==> src/rtl/lsu_mem_ctrl_if.sv <==
// Core-side request/response bus and memory-side request/data bus of the
// load/store controller, bundled so the controller takes a single port.
interface lsu_mem_ctrl_if;
  logic        cpu_req;
  logic        cpu_we;
  logic [31:0] cpu_addr;
  logic [31:0] cpu_wdata;
  logic [2:0]  load_type;
  logic [1:0]  store_type;
  logic        cpu_busy;
  logic        cpu_done;
  logic [31:0] cpu_rdata;
  logic        cpu_err;
  logic        cpu_misalign;
  logic        mem_req;
  logic        mem_we;
  logic [31:0] mem_addr;
  logic [3:0]  mem_be;
  logic [31:0] mem_wdata;
  logic        mem_gnt;
  logic        mem_rvalid;
  logic [31:0] mem_rdata;

  // slave: the controller; master: the core and memory that surround it
  modport slave (
    input  cpu_req, cpu_we, cpu_addr, cpu_wdata, load_type, store_type,
    input  mem_gnt, mem_rvalid, mem_rdata,
    output cpu_busy, cpu_done, cpu_rdata, cpu_err, cpu_misalign,
    output mem_req, mem_we, mem_addr, mem_be, mem_wdata
  );

  modport master (
    output cpu_req, cpu_we, cpu_addr, cpu_wdata, load_type, store_type,
    output mem_gnt, mem_rvalid, mem_rdata,
    input  cpu_busy, cpu_done, cpu_rdata, cpu_err, cpu_misalign,
    input  mem_req, mem_we, mem_addr, mem_be, mem_wdata
  );
endinterface

==> src/rtl/lsu_mem_ctrl.sv <==
// Load/store unit memory controller: aligns core accesses onto a 32-bit
// request/grant/rvalid memory bus with misalignment and timeout aborts.
module lsu_mem_ctrl #(
  parameter int unsigned TIMEOUT = 16
) (
  input logic           clk,
  input logic           rst_n,
  lsu_mem_ctrl_if.slave bus
);
  localparam int unsigned   CW       = $clog2(TIMEOUT + 1);
  localparam logic [CW-1:0] CNT_LAST = CW'(TIMEOUT - 1);

  typedef enum logic [1:0] {S_IDLE, S_REQ, S_WAIT, S_RESP} state_e;

  state_e        state_q, state_d;
  logic [CW-1:0] cnt_q, cnt_d;
  logic          we_q, we_d;
  logic [31:0]   addr_q, addr_d;
  logic [2:0]    ltype_q, ltype_d;
  logic [3:0]    be_q, be_d;
  logic [31:0]   wdata_q, wdata_d;
  logic          mem_req_q, mem_req_d;
  logic          mem_we_q, mem_we_d;
  logic          busy_q, busy_d;
  logic          done_q, done_d;
  logic [31:0]   rdata_q, rdata_d;
  logic          err_q, err_d;
  logic          mis_q, mis_d;

  logic        is_lb, is_lh, is_lw, st_b, st_h, st_w, misaligned, timeout;
  logic [3:0]  be_new;
  logic [31:0] wdata_new, load_data;
  logic [7:0]  lane_b;
  logic [15:0] lane_h;

  always_comb begin
    is_lb = (bus.load_type == 3'b001) || (bus.load_type == 3'b011);
    is_lh = (bus.load_type == 3'b010) || (bus.load_type == 3'b100);
    is_lw = !is_lb && !is_lh;
    st_b  = (bus.store_type == 2'b01);
    st_h  = (bus.store_type == 2'b10);
    st_w  = !st_b && !st_h;
    if (bus.cpu_we) begin
      misaligned = (st_w && (bus.cpu_addr[1:0] != 2'b00)) || (st_h && bus.cpu_addr[0]);
      if (st_b) begin
        be_new    = 4'b0001 << bus.cpu_addr[1:0];
        wdata_new = {4{bus.cpu_wdata[7:0]}};
      end else if (st_h) begin
        be_new    = 4'b0011 << bus.cpu_addr[1:0];
        wdata_new = {2{bus.cpu_wdata[15:0]}};
      end else begin
        be_new    = 4'b1111;
        wdata_new = bus.cpu_wdata;
      end
    end else begin
      misaligned = (is_lw && (bus.cpu_addr[1:0] != 2'b00)) || (is_lh && bus.cpu_addr[0]);
      be_new     = 4'b1111;
      wdata_new  = '0;
    end
  end

  always_comb begin
    case (addr_q[1:0])
      2'd0:    lane_b = bus.mem_rdata[7:0];
      2'd1:    lane_b = bus.mem_rdata[15:8];
      2'd2:    lane_b = bus.mem_rdata[23:16];
      default: lane_b = bus.mem_rdata[31:24];
    endcase
    lane_h = addr_q[1] ? bus.mem_rdata[31:16] : bus.mem_rdata[15:0];
    case (ltype_q)
      3'b001:  load_data = {{24{lane_b[7]}}, lane_b};
      3'b011:  load_data = {24'd0, lane_b};
      3'b010:  load_data = {{16{lane_h[15]}}, lane_h};
      3'b100:  load_data = {16'd0, lane_h};
      default: load_data = bus.mem_rdata;
    endcase
  end

  // gnt/rvalid are tested before the timeout so a response on the last
  // permitted cycle completes normally.
  always_comb begin
    state_d = state_q;
    cnt_d   = cnt_q;
    we_d    = we_q;
    addr_d  = addr_q;
    ltype_d = ltype_q;
    be_d    = be_q;
    wdata_d = wdata_q;
    rdata_d = rdata_q;
    err_d   = 1'b0;
    mis_d   = 1'b0;
    timeout = (cnt_q >= CNT_LAST);
    case (state_q)
      S_IDLE: begin
        if (bus.cpu_req) begin
          we_d    = bus.cpu_we;
          addr_d  = bus.cpu_addr;
          ltype_d = bus.load_type;
          be_d    = be_new;
          wdata_d = wdata_new;
          cnt_d   = '0;
          if (misaligned) begin
            state_d = S_RESP;
            mis_d   = 1'b1;
            rdata_d = '0;
          end else begin
            state_d = S_REQ;
          end
        end
      end
      S_REQ: begin
        if (bus.mem_gnt) begin
          cnt_d = cnt_q + 1'b1;
          if (we_q) begin
            state_d = S_RESP;
            rdata_d = '0;
          end else begin
            state_d = S_WAIT;
          end
        end else if (timeout) begin
          state_d = S_RESP;
          err_d   = 1'b1;
          rdata_d = '0;
        end else begin
          cnt_d = cnt_q + 1'b1;
        end
      end
      S_WAIT: begin
        if (bus.mem_rvalid) begin
          state_d = S_RESP;
          rdata_d = load_data;
        end else if (timeout) begin
          state_d = S_RESP;
          err_d   = 1'b1;
          rdata_d = '0;
        end else begin
          cnt_d = cnt_q + 1'b1;
        end
      end
      S_RESP:  state_d = S_IDLE;
      default: state_d = S_IDLE;
    endcase
    mem_req_d = (state_d == S_REQ);
    mem_we_d  = (state_d == S_REQ) && we_d;
    busy_d    = (state_d != S_IDLE);
    done_d    = (state_d == S_RESP);
  end

  always_ff @(posedge clk or negedge rst_n) begin
    if (!rst_n) begin
      state_q   <= S_IDLE;
      cnt_q     <= '0;
      we_q      <= 1'b0;
      addr_q    <= '0;
      ltype_q   <= '0;
      be_q      <= '0;
      wdata_q   <= '0;
      mem_req_q <= 1'b0;
      mem_we_q  <= 1'b0;
      busy_q    <= 1'b0;
      done_q    <= 1'b0;
      rdata_q   <= '0;
      err_q     <= 1'b0;
      mis_q     <= 1'b0;
    end else begin
      state_q   <= state_d;
      cnt_q     <= cnt_d;
      we_q      <= we_d;
      addr_q    <= addr_d;
      ltype_q   <= ltype_d;
      be_q      <= be_d;
      wdata_q   <= wdata_d;
      mem_req_q <= mem_req_d;
      mem_we_q  <= mem_we_d;
      busy_q    <= busy_d;
      done_q    <= done_d;
      rdata_q   <= rdata_d;
      err_q     <= err_d;
      mis_q     <= mis_d;
    end
  end

  assign bus.cpu_busy     = busy_q;
  assign bus.cpu_done     = done_q;
  assign bus.cpu_rdata    = rdata_q;
  assign bus.cpu_err      = err_q;
  assign bus.cpu_misalign = mis_q;
  assign bus.mem_req      = mem_req_q;
  assign bus.mem_we       = mem_we_q;
  assign bus.mem_addr     = {addr_q[31:2], 2'b00};
  assign bus.mem_be       = be_q;
  assign bus.mem_wdata    = wdata_q;
endmodule

==> src/flat_wrapper.sv <==
// flat-port wrapper written by rule: the top's interface ports become plain ports
module lsu_mem_ctrl_flat 
#(
  parameter int unsigned TIMEOUT = 16
)
  (clk, rst_n, bus_cpu_req, bus_cpu_we, bus_cpu_addr, bus_cpu_wdata, bus_load_type, bus_store_type, bus_mem_gnt, bus_mem_rvalid, bus_mem_rdata, bus_cpu_busy, bus_cpu_done, bus_cpu_rdata, bus_cpu_err, bus_cpu_misalign, bus_mem_req, bus_mem_we, bus_mem_addr, bus_mem_be, bus_mem_wdata);
  lsu_mem_ctrl_if bus_i ();
  input logic clk;
  input logic rst_n;
  input wire logic [$bits(bus_i.cpu_req)-1:0] bus_cpu_req;
  input wire logic [$bits(bus_i.cpu_we)-1:0] bus_cpu_we;
  input wire logic [$bits(bus_i.cpu_addr)-1:0] bus_cpu_addr;
  input wire logic [$bits(bus_i.cpu_wdata)-1:0] bus_cpu_wdata;
  input wire logic [$bits(bus_i.load_type)-1:0] bus_load_type;
  input wire logic [$bits(bus_i.store_type)-1:0] bus_store_type;
  input wire logic [$bits(bus_i.mem_gnt)-1:0] bus_mem_gnt;
  input wire logic [$bits(bus_i.mem_rvalid)-1:0] bus_mem_rvalid;
  input wire logic [$bits(bus_i.mem_rdata)-1:0] bus_mem_rdata;
  output wire logic [$bits(bus_i.cpu_busy)-1:0] bus_cpu_busy;
  output wire logic [$bits(bus_i.cpu_done)-1:0] bus_cpu_done;
  output wire logic [$bits(bus_i.cpu_rdata)-1:0] bus_cpu_rdata;
  output wire logic [$bits(bus_i.cpu_err)-1:0] bus_cpu_err;
  output wire logic [$bits(bus_i.cpu_misalign)-1:0] bus_cpu_misalign;
  output wire logic [$bits(bus_i.mem_req)-1:0] bus_mem_req;
  output wire logic [$bits(bus_i.mem_we)-1:0] bus_mem_we;
  output wire logic [$bits(bus_i.mem_addr)-1:0] bus_mem_addr;
  output wire logic [$bits(bus_i.mem_be)-1:0] bus_mem_be;
  output wire logic [$bits(bus_i.mem_wdata)-1:0] bus_mem_wdata;
  assign bus_i.cpu_req = bus_cpu_req;
  assign bus_i.cpu_we = bus_cpu_we;
  assign bus_i.cpu_addr = bus_cpu_addr;
  assign bus_i.cpu_wdata = bus_cpu_wdata;
  assign bus_i.load_type = bus_load_type;
  assign bus_i.store_type = bus_store_type;
  assign bus_i.mem_gnt = bus_mem_gnt;
  assign bus_i.mem_rvalid = bus_mem_rvalid;
  assign bus_i.mem_rdata = bus_mem_rdata;
  assign bus_cpu_busy = bus_i.cpu_busy;
  assign bus_cpu_done = bus_i.cpu_done;
  assign bus_cpu_rdata = bus_i.cpu_rdata;
  assign bus_cpu_err = bus_i.cpu_err;
  assign bus_cpu_misalign = bus_i.cpu_misalign;
  assign bus_mem_req = bus_i.mem_req;
  assign bus_mem_we = bus_i.mem_we;
  assign bus_mem_addr = bus_i.mem_addr;
  assign bus_mem_be = bus_i.mem_be;
  assign bus_mem_wdata = bus_i.mem_wdata;
  lsu_mem_ctrl #(.TIMEOUT(TIMEOUT)) u_core (.clk(clk), .rst_n(rst_n), .bus(bus_i));
endmodule
==> config.mk <==
export PLATFORM = sky130hd
export DESIGN_NAME = lsu_mem_ctrl_flat
export DESIGN_NICKNAME = d
export VERILOG_FILES = /design/src/rtl/lsu_mem_ctrl_if.sv /design/src/rtl/lsu_mem_ctrl.sv /design/src/flat_wrapper.sv
export SDC_FILE = /design/constraint.sdc
export NUM_CORES = 1
export LEC_CHECK = 0
export BUFFER_PORTS_ARGS = -buffer_cell sky130_fd_sc_hd__buf_2
export CORE_MARGIN = 5
export CORE_UTILIZATION = 35
export DETAILED_ROUTE_END_ITERATION = 7
export PLACE_DENSITY = 0.63
export SYNTH_ARGS = -nofsm -noshare
export SYNTH_HDL_FRONTEND = slang
export SYNTH_SLANG_ARGS = --single-unit
==> constraint.sdc <==
create_clock -name clk -period 2.55 [get_ports clk]
set_clock_uncertainty 0.05 [all_clocks]
set_input_delay 0.765 -clock clk [delete_from_list [all_inputs] [get_ports clk]]
set_output_delay 0.765 -clock clk [all_outputs]
set_load 0.02 [all_outputs]
==> impl_results.rst <==
.. list-table::
   :header-rows: 1

   * - Metric
     - Value
   * - Run status
     - completed
   * - Kind of path behind the tightest hold check
     - input port to async pin
   * - Number of buffers added by the clock tree synthesis step
     - 17
   * - Initial antenna violation count
     - 1
   * - R2R Path Start
     - u_core.cnt_q[0]
   * - Slowest-stage cell, CP
     - sky130_fd_sc_hd__dfrtp_1
   * - Final worst path period share
     - 0.942
   * - Met1 track demand over resource
     - 0.227
   * - Antenna cells
     - 0
   * - Initial standard-cell utilization of the core
     - 0.355
   * - Fraction of layout instances using a drive strength above 1
     - 0.392
   * - Final Max Slew Viols
     - 0
   * - Data arrival time of the worst path
     - around 2700 ps
   * - Instance count after placement with tap cells included
     - ~1000
   * - Leading cell types by count after synthesis
     - sky130_fd_sc_hd__dfrtp_1, sky130_fd_sc_hd__nand2_1, sky130_fd_sc_hd__o21ai_0, sky130_fd_sc_hd__nor2_1, sky130_fd_sc_hd__mux2_2
   * - Max incr delay on CP
     - around 420 ps
   * - Last weighted congestion value of the routability-driven placer
     - about 0.85
   * - Worst Setup Path Type
     - flop to flop
   * - Seq cells post-synth
     - approximately 120
   * - GR met3 Demand/Resource
     - 0.0693
   * - Number of instances in the synthesized netlist
     - roughly 620
   * - Number of unique standard cell types used by synthesis
     - 56
   * - Kind of launch point of the worst setup path
     - flop
   * - Post-CTS Resized
     - 0
   * - Global routing's busiest layer
     - met2
   * - Iteration-0 DRC count of the detailed router
     - between 200 and 300
   * - Register area share after synthesis
     - 0.460
   * - Half-perimeter wire length after placement
     - 13.7 mm
   * - Clock root buffer
     - sky130_fd_sc_hd__clkbuf_16
   * - Floorplan Core Area
     - 17900 µm²
   * - Buffers added on ports
     - 210
   * - Area share of the largest cell type after synthesis
     - 0.460
   * - Vertical die dimension
     - between 100 and 150 µm
   * - Worst-Skew Late Latency
     - about 400 ps
   * - Reg clk slew, reported paths
     - ~60 ps
   * - Worst slew margin relative to its limit
     - 0.549
   * - Remaining number of nets flagged by the antenna check after routing
     - 0
   * - Met2 capacity usage during global routing
     - 0.284
   * - Num ports
     - 213
   * - DIE AREA
     - between 20000 and 25000 µm²
   * - Wire length of the first global-routing pass
     - between 20 and 30 mm
   * - CTS Hold Bufs
     - 0
   * - Number of max-cap violations
     - 0
   * - Overall power consumption
     - between 0.01 and 0.015 W
   * - CP startpoint
     - u_core.cnt_q[0]
   * - Reg-to-Reg End
     - u_core.bus.cpu_rdata[22]
   * - TritonCTS sink count
     - approximately 120
   * - Total of endpoints with negative setup slack in the final report
     - 0
   * - Cell type with the highest aggregate area in the netlist
     - sky130_fd_sc_hd__dfrtp_1
   * - Dominant cell by count in the synthesized netlist
     - sky130_fd_sc_hd__dfrtp_1
   * - Worst Reg2Reg Path Length in Cells
     - 8
   * - Dpl cell area
     - between 7000 and 8000 µm²
   * - Slack of the worst reg-to-reg path
     - around 150 ps
   * - Post-synth EDFFs
     - 0
   * - Cell types with the largest area share after synthesis
     - sky130_fd_sc_hd__dfrtp_1, sky130_fd_sc_hd__mux2_2, sky130_fd_sc_hd__o21ai_0
   * - Post-route design area
     - slightly above 8000 µm²
   * - Critical path cell sequence
     - ha_1 -> and3_1 -> ha_1 -> or3_1 -> buf_4 -> o211ai_2 -> buf_4 -> o2bb2ai_1
   * - Routed via count divided by cell count
     - 5.11
   * - Most common flop cell mapped by yosys
     - sky130_fd_sc_hd__dfrtp_1
   * - Per-cell routed wire length
     - between 15 and 20 µm
   * - Clock tree from TritonCTS
     - yes
   * - Overall die width
     - between 100 and 150 µm
   * - Critical path destination
     - u_core.bus.cpu_rdata[22]
   * - Final Hold Fails
     - 0
   * - Vias in the first global route
     - about 5700
   * - Maximum root-to-sink buffer count
     - 2
   * - Drt first pass iters
     - 5
   * - Vias
     - around 5400
   * - Period minus WS final
     - about 2400 ps
   * - Pin count of the biggest net entering global routing
     - a little under 50
   * - Layout filler cell count
     - between 1500 and 2000
   * - Largest fanout of any net on the critical path
     - 16
   * - Mean area per synthesized cell
     - 10.2 µm²
   * - GRT Overall Usage
     - 0.177
   * - Worst ir drop on vdd
     - 0.610 mV
   * - Power density normalized to cell area
     - 1240 nW/µm²
   * - Placement row count
     - 49
   * - Nets
     - 932
   * - Static leakage power
     - 3.99 nW
   * - Total congestion overflow
     - 0
   * - Unrepaired setup endpoints after global routing
     - no
   * - Setup Fix Bufs, Post-CTS
     - 0
   * - Crit path capture type
     - flop
   * - Count of yosys warnings during synthesis
     - 0
   * - Post-synthesis instance area
     - around 6400 µm²
   * - Slew at the pin closest to its max-slew limit
     - approximately 670 ps
   * - Area Growth Syn to Fin
     - 28.5%
   * - H-tree depth
     - 4
   * - Ys async rst share
     - 1.00
   * - Peak Freq
     - about 420 MHz
   * - Overall routed net length
     - about 18 mm
   * - Remaining design rule violation count
     - 0
   * - Count of non-filler cells in the finished layout
     - around 1100
   * - CP required
     - approximately 2800 ps
[per-stage QoR]
step | utilization | setup TNS, ps | worst slack (ps) | hold slack (ps)
2_1_floorplan | - | 0 | 94.5 | 419
3_3_place_gp | 0.425 | -173 | -21.6 | 407
3_5_place_dp | 0.425 | -935 | -90.9 | 419
4_1_cts | 0.457 | 0 | 141 | 238
5_1_grt | 0.457 | 0 | 40.3 | 254
6_report | 0.457 | 0 | 148 | 246
[worst max-delay path: cells and delay by family (launching register included)]
family	cells	cell delay, ps
fa+ha+maj	2	440
simple gates	2	560
buf+inv	2	460
compound gates	2	400
flops	1	420
[report_power, final]
part | leakage, nW | internal, W | switching (W) | total (W)
Combinational | 2.22 | 0.00190 | 0.00285 | 0.00475
Clock | 0.271 | 0.00144 | 0.000829 | 0.00227
Sequential | 1.50 | 0.00260 | 0.000525 | 0.00312
Total | 3.99 | 0.00594 | 0.00421 | 0.0101
[routing by layer]
| metal | share of wire | vias up |
|---|---|---|
| met3 | 0.099 | 16 |
| met1 | 0.43 | 2582 |
| met5 | 0.00060 | - |
| met2 | 0.46 | 193 |
| li1 | - | 2584 |
| met4 | 0.0098 | 2 |
[cells in the final DEF (no fill, tap or decap), types with 3 or more instances in the layout]
cell                        count
sky130_fd_sc_hd__mux2i_1       27
sky130_fd_sc_hd__xnor2_1        3
sky130_fd_sc_hd__nor2b_1       14
sky130_fd_sc_hd__a221oi_1      14
sky130_fd_sc_hd__nand2b_1      13
sky130_fd_sc_hd__mux2_2        35
sky130_fd_sc_hd__buf_4         28
sky130_fd_sc_hd__nand2_1       60
sky130_fd_sc_hd__clkinv_2       5
sky130_fd_sc_hd__and3_1         3
sky130_fd_sc_hd__clkbuf_16     17
sky130_fd_sc_hd__mux4_2         7
sky130_fd_sc_hd__nor3_1         4
sky130_fd_sc_hd__inv_1         14
sky130_fd_sc_hd__a21oi_1       16
sky130_fd_sc_hd__nand4_1       10
sky130_fd_sc_hd__a31oi_1        3
sky130_fd_sc_hd__dfrtp_1      117
sky130_fd_sc_hd__nand3_1       12
sky130_fd_sc_hd__buf_2        209
sky130_fd_sc_hd__buf_12         6
sky130_fd_sc_hd__a22o_1         9
sky130_fd_sc_hd__ha_1          12
sky130_fd_sc_hd__o22a_1         3
sky130_fd_sc_hd__nor3b_1       13
sky130_fd_sc_hd__o2bb2ai_1     23
sky130_fd_sc_hd__and2_1         7
sky130_fd_sc_hd__nor2_1        42
sky130_fd_sc_hd__o21ai_0       55
[cell families after synthesis]
logic type	share of synthesized area
other cells	0.000589
flops	0.460
mux	0.129
buf+inv	0.0730
fa+ha+maj	0.0236
xor+xnor	0.00413
simple gates	0.154
compound gates	0.155
[state kept, by name (all words and copies together) (netlist names)]
register	count
u_core.bus.mem_wdata	32
u_core.bus.cpu_done	1
u_core.cnt_q	5
u_core.bus.cpu_err	1
u_core.bus.mem_req	1
u_core.bus.cpu_busy	1
u_core.bus.mem_be	4
u_core.state_q	2
u_core.we_q	1
u_core.ltype_q	3
u_core.bus.cpu_misalign	1
u_core.bus.cpu_rdata	32
u_core.addr_q	32
u_core.bus.mem_we	1
[final cells by class]
| cell class | count | area (µm²) | share of cell area |
|---|---|---|---|
| Clock buffer | 20 | 447 | 0.0547 |
| Clock inverter | 10 | 109 | 0.0133 |
| Inverter | 14 | 52.6 | 0.00643 |
| Multi-Input combinational cell | 420 | 2970 | 0.364 |
| Sequential cell | 117 | 2930 | 0.358 |
| Tap cell | 229 | 287 | 0.0351 |
| Timing Repair Buffer | 243 | 1380 | 0.168 |
[worst min-delay path by stage]
stage,slack [ps],from,end,depth (start not counted)
after floorplan,420,rst_n,u_core.addr_q[0],0
after global placement,410,u_core.bus.mem_wdata[4],u_core.bus.mem_wdata[4],2
after detailed placement,420,u_core.bus.mem_wdata[8],u_core.bus.mem_wdata[8],2
after CTS,240,rst_n,u_core.addr_q[29],1
after global routing,250,rst_n,u_core.addr_q[29],1
final,250,rst_n,u_core.addr_q[29],1
Note: power is estimated with default switching activity, not from simulation.
